==> src/rtl/sar_pkg.sv <==
// Shared definitions for the 7-bit successive-approximation controller:
// state encoding, code width, idle DAC code and legal settle range.
package sar_pkg;

  localparam int NBITS      = 7;
  localparam int SETTLE_MIN = 2;
  localparam int SETTLE_MAX = 15;

  typedef logic [NBITS-1:0] code_t;
  typedef logic [2:0]       bit_idx_t;
  typedef logic [3:0]       settle_cnt_t;

  localparam code_t    DAC_IDLE = 7'h7F;
  localparam bit_idx_t MSB_IDX  = 3'(NBITS - 1);

  typedef enum logic {
    IDLE = 1'b0,
    CONV = 1'b1
  } state_t;

  // Trial code: the working code with the bit under test cleared.
  function automatic code_t trial_code(input code_t work, input bit_idx_t idx);
    code_t mask;
    mask = code_t'(1) << idx;
    return work & ~mask;
  endfunction

endpackage

==> src/rtl/sar_controller.sv <==
// SAR conversion sequencer: walks a 7-bit trial code from MSB to LSB, holding
// each trial SETTLE cycles and deciding each bit from the registered comparator.
module sar_controller #(
  parameter int SETTLE = 2,
  parameter int NBITS  = sar_pkg::NBITS
) (
  input  logic             clk,
  input  logic             rst_n,
  input  logic             start,
  input  logic             cont,
  input  logic             cmp,
  output logic [NBITS-1:0] dac_code,
  output logic             busy,
  output logic             done,
  output logic [NBITS-1:0] result
);

  import sar_pkg::*;

  if (NBITS != sar_pkg::NBITS) begin : g_bad_nbits
    $error("sar_controller: NBITS is fixed at 7");
  end
  if (SETTLE < SETTLE_MIN || SETTLE > SETTLE_MAX) begin : g_bad_settle
    $error("sar_controller: SETTLE must be within 2..15");
  end

  localparam settle_cnt_t SETTLE_LAST = settle_cnt_t'(SETTLE - 1);
  localparam code_t       FIRST_TRIAL = trial_code(DAC_IDLE, MSB_IDX);

  state_t      state;
  code_t       work;
  bit_idx_t    idx;
  settle_cnt_t settle_cnt;

  code_t trial;
  code_t decided;
  logic  decide;

  // NOTE: every always_comb output gets a value on every path (here by plain
  // continuous expressions) so no latch can be inferred.
  always_comb begin
    trial   = trial_code(work, idx);
    decided = cmp ? trial : work;
    decide  = (state == CONV) && (settle_cnt == SETTLE_LAST);
  end

  // NOTE: all state and outputs are registered with non-blocking assignments so
  // every read in this block sees the pre-edge value, independent of order.
  always_ff @(posedge clk or negedge rst_n) begin
    if (!rst_n) begin
      state      <= IDLE;
      work       <= DAC_IDLE;
      idx        <= '0;
      settle_cnt <= '0;
      dac_code   <= DAC_IDLE;
      busy       <= 1'b0;
      done       <= 1'b0;
      result     <= '0;
    end else begin
      done <= 1'b0;
      unique case (state)
        IDLE: begin
          if (start) begin
            state      <= CONV;
            busy       <= 1'b1;
            work       <= DAC_IDLE;
            idx        <= MSB_IDX;
            settle_cnt <= '0;
            dac_code   <= FIRST_TRIAL;
          end
        end

        CONV: begin
          if (!decide) begin
            settle_cnt <= settle_cnt + 1'b1;
          end else begin
            settle_cnt <= '0;
            if (idx != '0) begin
              work     <= decided;
              idx      <= idx - 1'b1;
              dac_code <= trial_code(decided, idx - 1'b1);
            end else begin
              // Last bit decided: publish, then either chain or go idle.
              result   <= decided;
              done     <= 1'b1;
              work     <= DAC_IDLE;
              if (cont) begin
                idx      <= MSB_IDX;
                dac_code <= FIRST_TRIAL;
              end else begin
                state    <= IDLE;
                busy     <= 1'b0;
                idx      <= '0;
                dac_code <= DAC_IDLE;
              end
            end
          end
        end

        default: state <= IDLE;
      endcase
    end
  end

endmodule

==> config.mk <==
export PLATFORM = sky130hd
export DESIGN_NAME = sar_controller
export DESIGN_NICKNAME = d
export VERILOG_FILES = /design/src/rtl/sar_pkg.sv /design/src/rtl/sar_controller.sv
export SDC_FILE = /design/constraint.sdc
export NUM_CORES = 1
export LEC_CHECK = 0
export ABC_AREA = 0
export CAP_MARGIN = 20
export CORE_MARGIN = 5
export CORE_UTILIZATION = 58
export DETAILED_ROUTE_END_ITERATION = 7
export GPL_TIMING_DRIVEN = 1
export PLACE_DENSITY = 0.92
export SLEW_MARGIN = 20
export SYNTH_ARGS = -nofsm -noshare
export SYNTH_HDL_FRONTEND = slang
export SYNTH_SLANG_ARGS = --single-unit
export TNS_END_PERCENT = 10
==> constraint.sdc <==
create_clock -name clk -period 4.8 [get_ports clk]
set_input_delay 0.96 -clock clk [delete_from_list [all_inputs] [get_ports clk]]
set_output_delay 0.96 -clock clk [all_outputs]
set_load 0.005 [all_outputs]
=== Word level (Yosys, flattened, before mapping) ===
Cells that the tools add are included.

* Output and inout port bits: 16
* Register bits: 31
* Input bits: 5
* Word-level logic and storage cells: 59

* Shifts and indexed selects: 2
* Reductions and logical operators: 5
* Multiplexer cells: 31
* Bitwise operators: 6
* Equal/unequal tests: 5
* Add/sub/neg operators: 2

{| class="wikitable"
|+ Operators with widths
! operator !! number
|-
| 2-to-1 mux 7 bit || 8
|-
| one-hot mux 7 bit (2 select lines) || 2
|-
| bitwise AND 7 bit || 2
|-
| inverter 7 bit || 2
|-
| << shifter 1 x 3 -> 7 bit (first input constant) || 2
|-
| 2-to-1 mux 3 bit || 4
|-
| 2-to-1 mux 1 bit || 11
|-
| 2-to-1 mux 4 bit || 2
|-
| one-hot mux 4 bit (2 select lines) || 1
|-
| inequality test 2 bit (second input constant) || 3
|-
| one-hot mux 3 bit (2 select lines) || 1
|-
| adder 4 x 1 -> 4 bit (second input constant) || 1
|-
| equality test 4 x 1 -> 1 bit (second input constant) || 1
|-
| one-hot mux 1 bit (2 select lines) || 2
|-
| AND reduction 4 bit || 1
|-
| AND reduction 3 bit || 1
|-
| nonzero test 3 bit || 1
|-
| subtractor 3 x 1 -> 3 bit (second input constant) || 1
|-
| inequality test 2 x 1 -> 1 bit (second input constant) || 1
|-
| inverter 1 bit || 2
|-
| AND reduction 2 bit || 1
|-
| logical AND 1 bit || 1
|}

=== Logic depth before layout (Yosys ltp) ===
Gate-level depths: netlist (run 1).

* Depth in word-level cells: 8
* Depth in mapped cells: 8
* Mapped depth without buffers: 6

=== Worst setup path after synthesis (run 1) ===
Ideal clock, no wire load.

* Path type: input port to flip-flop
* Start: input port cmp
* End: register dac_code[6]
* Buffers on the path: 1
* Setup time: 0.080 ns
* Arrival: 1.775 ns
* Stages: 4
* Path slack: 2.946 ns
* Required time: 4.720 ns
* Path through: buf_2 a22oi_1 a311o_1 a32o_1

* Cells in the longest elaborated chain, start to end: 5

{| class="wikitable"
|+ Ends and longest elaborated chain
! item !! line !! RTL
|-
| start, declared || sar_controller.sv:11 || <nowiki>input logic cmp,</nowiki>
|-
| 2-to-1 mux 7 bit || sar_controller.sv:43 || <nowiki>decided = cmp ? trial : work;</nowiki>
|-
| bitwise AND 7 bit || sar_pkg.sv:25 || <nowiki>return work & ~mask;</nowiki>
|-
| 2-to-1 mux 7 bit || sar_controller.sv:78 || <nowiki>if (idx != '0) begin</nowiki>
|-
| 2-to-1 mux 7 bit || sar_controller.sv:74 || <nowiki>if (!decide) begin</nowiki>
|-
| one-hot mux 7 bit (2 select lines) || sar_controller.sv:61 || <nowiki>unique case (state)</nowiki>
|-
| end signal, assigned || sar_controller.sv:81 || <nowiki>dac_code <= trial_code(decided, idx - 1'b1);</nowiki>
|-
| end, declared || sar_controller.sv:12 || <nowiki>output logic [NBITS-1:0] dac_code,</nowiki>
|}

No other way between the ends. The select of a mux whose other input is x is not followed.
A chain may end at the register's enable or synchronous reset.

=== Worst setup path in the final report (run 1) ===
* Start: register dac_code[2]
* End: output port dac_code[2]

No word-level cell between the ends.

==> impl_metrics.json, run 1 <==
{
  "status": "completed",
  "pwr-share-seq_pct": 42.0,
  "clk_pin_slew_ns": 0.10,
  "place_congestion": 0.841,
  "n_antenna_cell": 0,
  "pwr-share-comb_pct": 41.2,
  "grt_pass1_wl_mm": 5.72,
  "cts_resized": 0,
  "rsz0062_at_grt": "false",
  "grt_max_degree": 25,
  "final_core_util_pct": 69.7,
  "slew_violations": 0,
  "nNetsFinal": 199,
  "port_buffers": 20,
  "insertion_delay_ns": 0.34,
  "period_needed_ns": 2.34,
  "yosysSeqAreaShare_pct": 49.8,
  "p_clk_share_pct": 16.8,
  "cts_hold_buf": 0,
  "async_flop_share_pct": 100,
  "syn_area_per_cell_um2": 9.59,
  "ys_ff_latch": 31,
  "overflow": 0,
  "critPathLaunchType": "flip-flop",
  "cts_sinks": 31,
  "crit_arrival_ns": 1.38,
  "syn2layout_area_growth_pct": 17.6,
  "layout_setup_ws_ns": 2.46,
  "synth-simple-area-share_pct": 18.6,
  "cts-root-buf": "clkbuf_4",
  "cts_tree": "done",
  "synth.area.mux_share_pct": 2.04,
  "required_ns": 3.84,
  "yosys_warnings": 0,
  "cts_htree_levels": 2,
  "grt_pass1_vias": 1257,
  "detailedPlacementHpwl_mm": 2.40,
  "setup_viol": 0,
  "powerDensity_mw_per_mm2": 670,
  "core_mm2": 0.00269,
  "synth_top_family_by_area": "simple AND/OR/NAND/NOR gates",
  "hold_path.class": "flip-flop to flip-flop",
  "track_usage_pct": 18.4,
  "max_freq_mhz": 427,
  "drive_gt1_share_pct": 16.6,
  "wire_per_inst_um": 14.9,
  "drc_errors": 0,
  "drv_cap": 0,
  "min_period_over_period_pct": 48.8,
  "first_pass_iters": 4,
  "relSlewSlack_pct": 43.8,
  "synth.top_cells.by_count": "nand2_1 (31), o21ai_0 (18), dfrtp_1 (17)",
  "place_worst_setup_slack_ns": 2.26,
  "synth.area.top_cells": "dfrtp_1 (27%), dfstp_2 (23%), nand2_1 (7.3%)",
  "worst_pin_slew_ns": 0.820,
  "clk_path_buf_depth": 2,
  "ir_worst_vdd_uv": 552,
  "viasPerCell": 5.80,
  "antenna_left": 0,
  "synth_fa_ha_area_share_pct": 6.29,
  "cp_slowest_stage_delay_ns": 0.55,
  "fin_tns_setup_ns": 0,
  "switching_power_uw": 451,
  "die_area_mm2": 0.00389,
  "synth_area_leader_cell": "dfrtp_1",
  "numCtsBuffers": 5,
  "postCtsSetupBuffers": 0,
  "synth_xor_area_share_pct": 0.550,
  "cp_slowest_cell": "dfstp_2",
  "synth_edf_count": 0,
  "cp_max_fo": 2,
  "fp.dieW_um": 62.4,
  "netlist.area_leader.share_pct": 26.7,
  "internal-power_uw": 803,
  "power_leakage_uw": 0.000840,
  "die_y_um": 62.4,
  "netlist-cell-type-count": 35,
  "synth_compound_area_share_pct": 18.0,
  "routed_wl_mm": 3.25,
  "worst-setup-path-type": "flip-flop to output port",
  "fp-row-count": 19,
  "hold_violations": 0,
  "crit_buf_inv": 1,
  "yosys_most_used_dff": "dfrtp_1",
  "cp-end-kind": "output port",
  "start_util_pct": 59.2,
  "netlist_area_mm2": 0.00159,
  "antenna_found_initial": 0,
  "drt_iter0_drc": 70,
  "crit_chain": "clkdlybuf4s50_1",
  "p_sw_share_pct": 36.0,
  "fin_skew_ns": 0.00863,
  "synthCells": 166,
  "critPathTopFamily": "flip-flops",
  "io_pins": 21,
  "dr_total_vias": 1265,
  "yosysMostFrequentCell": "nand2_1",
  "syn-num-nets": 179
}
cell usage in the layout (no fill, tap or decap), drive strengths merged, types with 3 or more instances in the layout:
master         netlist  layout
nand2               31      31
inv                  7       7
o211ai               4       4
nor2                12      12
o21ai               18      18
a22oi                3       3
clkdlybuf4s50        0      19
dfstp               14      14
a22o                 3       3
ha                   8       8
nand2b               4       4
dfrtp               17      17
clkbuf               1       6
nand3               10      10
a21oi                7       7
flip-flops by register name (all words and copies together), names as in the netlist:
name / flops
busy: 1
dac_code: 7
done: 1
idx: 3
result: 7
settle_cnt: 4
state: 1
work: 7
cell families after synthesis:
logic type                 after synthesis
DFF                                     31
and+or+nand+nor                         63
adders and majority gates                8
AOI/OAI and AO/OA                       45
xor gates and xnor gates                 1
muxes                                    3
buffers and inverters                   15
cell type report:
cell class | instances | area (µm²)
Timing Repair Buffer | 21 | 203
Sequential cell | 31 | 793
Tap cell | 31 | 38.8
Clock buffer | 6 | 51.3
Clock inverter | 2 | 35.0
Inverter | 7 | 26.3
Multi-Input combinational cell | 120 | 724
Fill cell | 197 | 815
path summary, 6_finish.rpt:
kind / from / end / slack, ns / cells after the start
setup reg to reg: settle_cnt[1] / work[2] / 2.62 / 6
hold / removal: work[4] / work[4] / 0.49 / 2
max in group asynchronous: rst_n / work[2] / 3.63 / 2
hold reg to reg: work[4] / work[4] / 0.49 / 2
min in group asynchronous: rst_n / result[0] / 0.58 / 1
setup / recovery: dac_code[2] / dac_code[2] / 2.46 / 1
power by group through the flow:
stage | clock network (µW) | registers, µW | logic [µW]
floorplan | 0 | 493 | 349
global placement | 0 | 517 | 491
detailed placement | 0 | 527 | 516
CTS | 216 | 524 | 519
global route | 227 | 545 | 585
finish | 211 | 527 | 517
through the flow:
step	hold slack (ns)	power (µW)	instances	area, µm²
finish	0.486	1250	218	1870
global route	0.504	1360	218	1870
CTS	0.483	1260	218	1880
detailed placement	0.469	1040	210	1790
global placement	0.464	1010	210	1790
floorplan	0.458	843	166	1590
per-layer routing:
metal | vias up | share of wire (%) | track usage [%]
met5 | - | 0 | 0
met4 | 0 | 2.7 | 10.6
met1 | 607 | 43 | 21.3
li1 | 612 | - | -
met2 | 37 | 48 | 30.1
met3 | 9 | 6.2 | 5.22
No activity file was read; power rests on OpenSTA's default activity.
==> run 2: changes to the inputs <==
CORE_UTILIZATION = 49   (was 58)
PLACE_DENSITY = 0.84   (was 0.92)
clock period = 2 ns   (was 4.8 ns; I/O delays follow)
==> impl_metrics.json, run 2 (synthesis gave the netlist of run 1 again) <==
{
  "slew_violations": 0,
  "die_y_um": 67.0,
  "layout_commonest_cell": "nand2_1",
  "numCtsBuffers": 5,
  "dr_total_vias": 1257,
  "powerDensity_mw_per_mm2": 1510,
  "clk_path_buf_depth": 2,
  "cp_max_fo": 7,
  "status": "completed",
  "postCtsSetupBuffers": 0,
  "max_freq_mhz": 545,
  "antenna_left": 0,
  "wire_per_inst_um": 14.0,
  "first_pass_iters": 4,
  "stdcell_count": 234,
  "cts_tree": "done",
  "setup_viol": 0,
  "cts_htree_levels": 2,
  "crit_arrival_ns": 2.10,
  "cts_sinks": 31,
  "min_period_over_period_pct": 91.7,
  "die_area_mm2": 0.00449,
  "routed_wl_mm": 3.27,
  "port_buffers": 20,
  "n_antenna_cell": 0,
  "grt_max_degree": 32,
  "dp.cells": 226,
  "fin_skew_ns": 0.00791,
  "power_leakage_uw": 0.000841,
  "largestRegisters": "dac_code x7, result x7, work x7",
  "required_ns": 2.27,
  "worst_pin_slew_ns": 0.522,
  "place_congestion": 0.972,
  "syn2layout_area_growth_pct": 18.2,
  "fp.dieW_um": 67.0,
  "antenna_found_initial": 0,
  "period_needed_ns": 1.83,
  "relSlewSlack_pct": 65.2,
  "drc_errors": 0,
  "hold_path.class": "primary input to async pin",
  "insertion_delay_ns": 0.33,
  "final_core_util_pct": 61.1,
  "core_mm2": 0.00308,
  "ir_worst_vdd_uv": 658,
  "detailedPlacementHpwl_mm": 2.40,
  "track_usage_pct": 17.2,
  "grt_pass1_wl_mm": 5.75,
  "cts-root-buf": "clkbuf_4",
  "viasPerCell": 5.37,
  "critPathLaunchType": "flip-flop",
  "fp-row-count": 20,
  "io_pins": 21,
  "nNetsFinal": 202,
  "overflow": 0,
  "grt_pass1_vias": 1259,
  "cp-end-kind": "flip-flop",
  "fin_tns_setup_ns": 0,
  "drv_cap": 0,
  "clk_pin_slew_ns": 0.10,
  "start_util_pct": 51.7,
  "cts_hold_buf": 0,
  "drive_gt1_share_pct": 17.4,
  "power_uw": 2850,
  "drt_iter0_drc": 63,
  "rsz0062_at_grt": "false",
  "mostFrequentLayoutCells": "nand2_1 (31), clkdlybuf4s50_1 (20), o21ai_0 (18)",
  "hold_violations": 0,
  "worst-setup-path-type": "flip-flop to flip-flop"
}
==> run 2: cell types whose count changed in the layout (fill, tap and decap cells not counted), sizes merged <==
cell	before	now
clkbuf	6	5
clkdlybuf4s50	19	20
bufinv	1	0
buf	2	4
clkinv	1	3
==> run 2: path summary, 6_finish.rpt <==
check / startpoint / endpoint / slack [ns] / cells after the start
hold / removal: rst_n / settle_cnt[1] / 0.44 / 2
setup reg to reg: idx[0] / dac_code[6] / 0.17 / 6
hold reg to reg: result[2] / result[2] / 0.49 / 2
setup / recovery: idx[0] / dac_code[6] / 0.17 / 6
min in group clk: result[2] / result[2] / 0.49 / 2
max in group asynchronous: rst_n / work[6] / 1.24 / 2
==> run 2: report_power, final <==
part	switching (µW)	leakage, µW	internal, µW
sequential	245	0.000338	1000
combinational	611	0.000468	648
clock	211	0.0000347	130
==> run 2: per-stage QoR <==
| stage | hold slack [ns] | area [µm²] | worst slack, ns |
|---|---|---|---|
| 2_1_floorplan | 0.104 | 1590 | 0.349 |
| 3_5_place_dp | 0.470 | 1830 | 0.185 |
| 6_report | 0.440 | 1880 | 0.165 |
| 4_1_cts | 0.451 | 1880 | 0.125 |
| 5_1_grt | 0.480 | 1880 | 0.0565 |
| 3_3_place_gp | 0.461 | 1830 | 0.245 |
==> run 2: area by class of cell <==
class	instances	area [µm²]
sequential	31	793
timing repair buffer	24	230
clock inverter	3	15.0
multi-input combinational	120	724
clock buffer	5	37.5
fill	283	1200
tap	44	55.1
inverter	7	26.3
==> run 2: what timing repair did <==
action	CTS	global route
gates resized for setup	0	1
endpoints found under the setup margin	0	1
hold endpoints to repair	0	0
==> run 2: critical path, cell delays in order, from the launching register on <==
cell and delay [ns]:
dfrtp_1 0.45, inv_1 0.11, ha_1 0.27, inv_1 0.18, a22oi_1 0.15, a311o_1 0.37
a32o_1 0.25
==> run 2: routing by layer <==
metal	up-vias	routed length (µm)	part of all wire, %	global-route usage, %
met5	-	0	0	0
met4	0	62	1.9	6.84
met3	8	230	7.0	5.06
met2	40	1570	48	28.3
met1	596	1400	43	20.9
li1	613	-	-	-
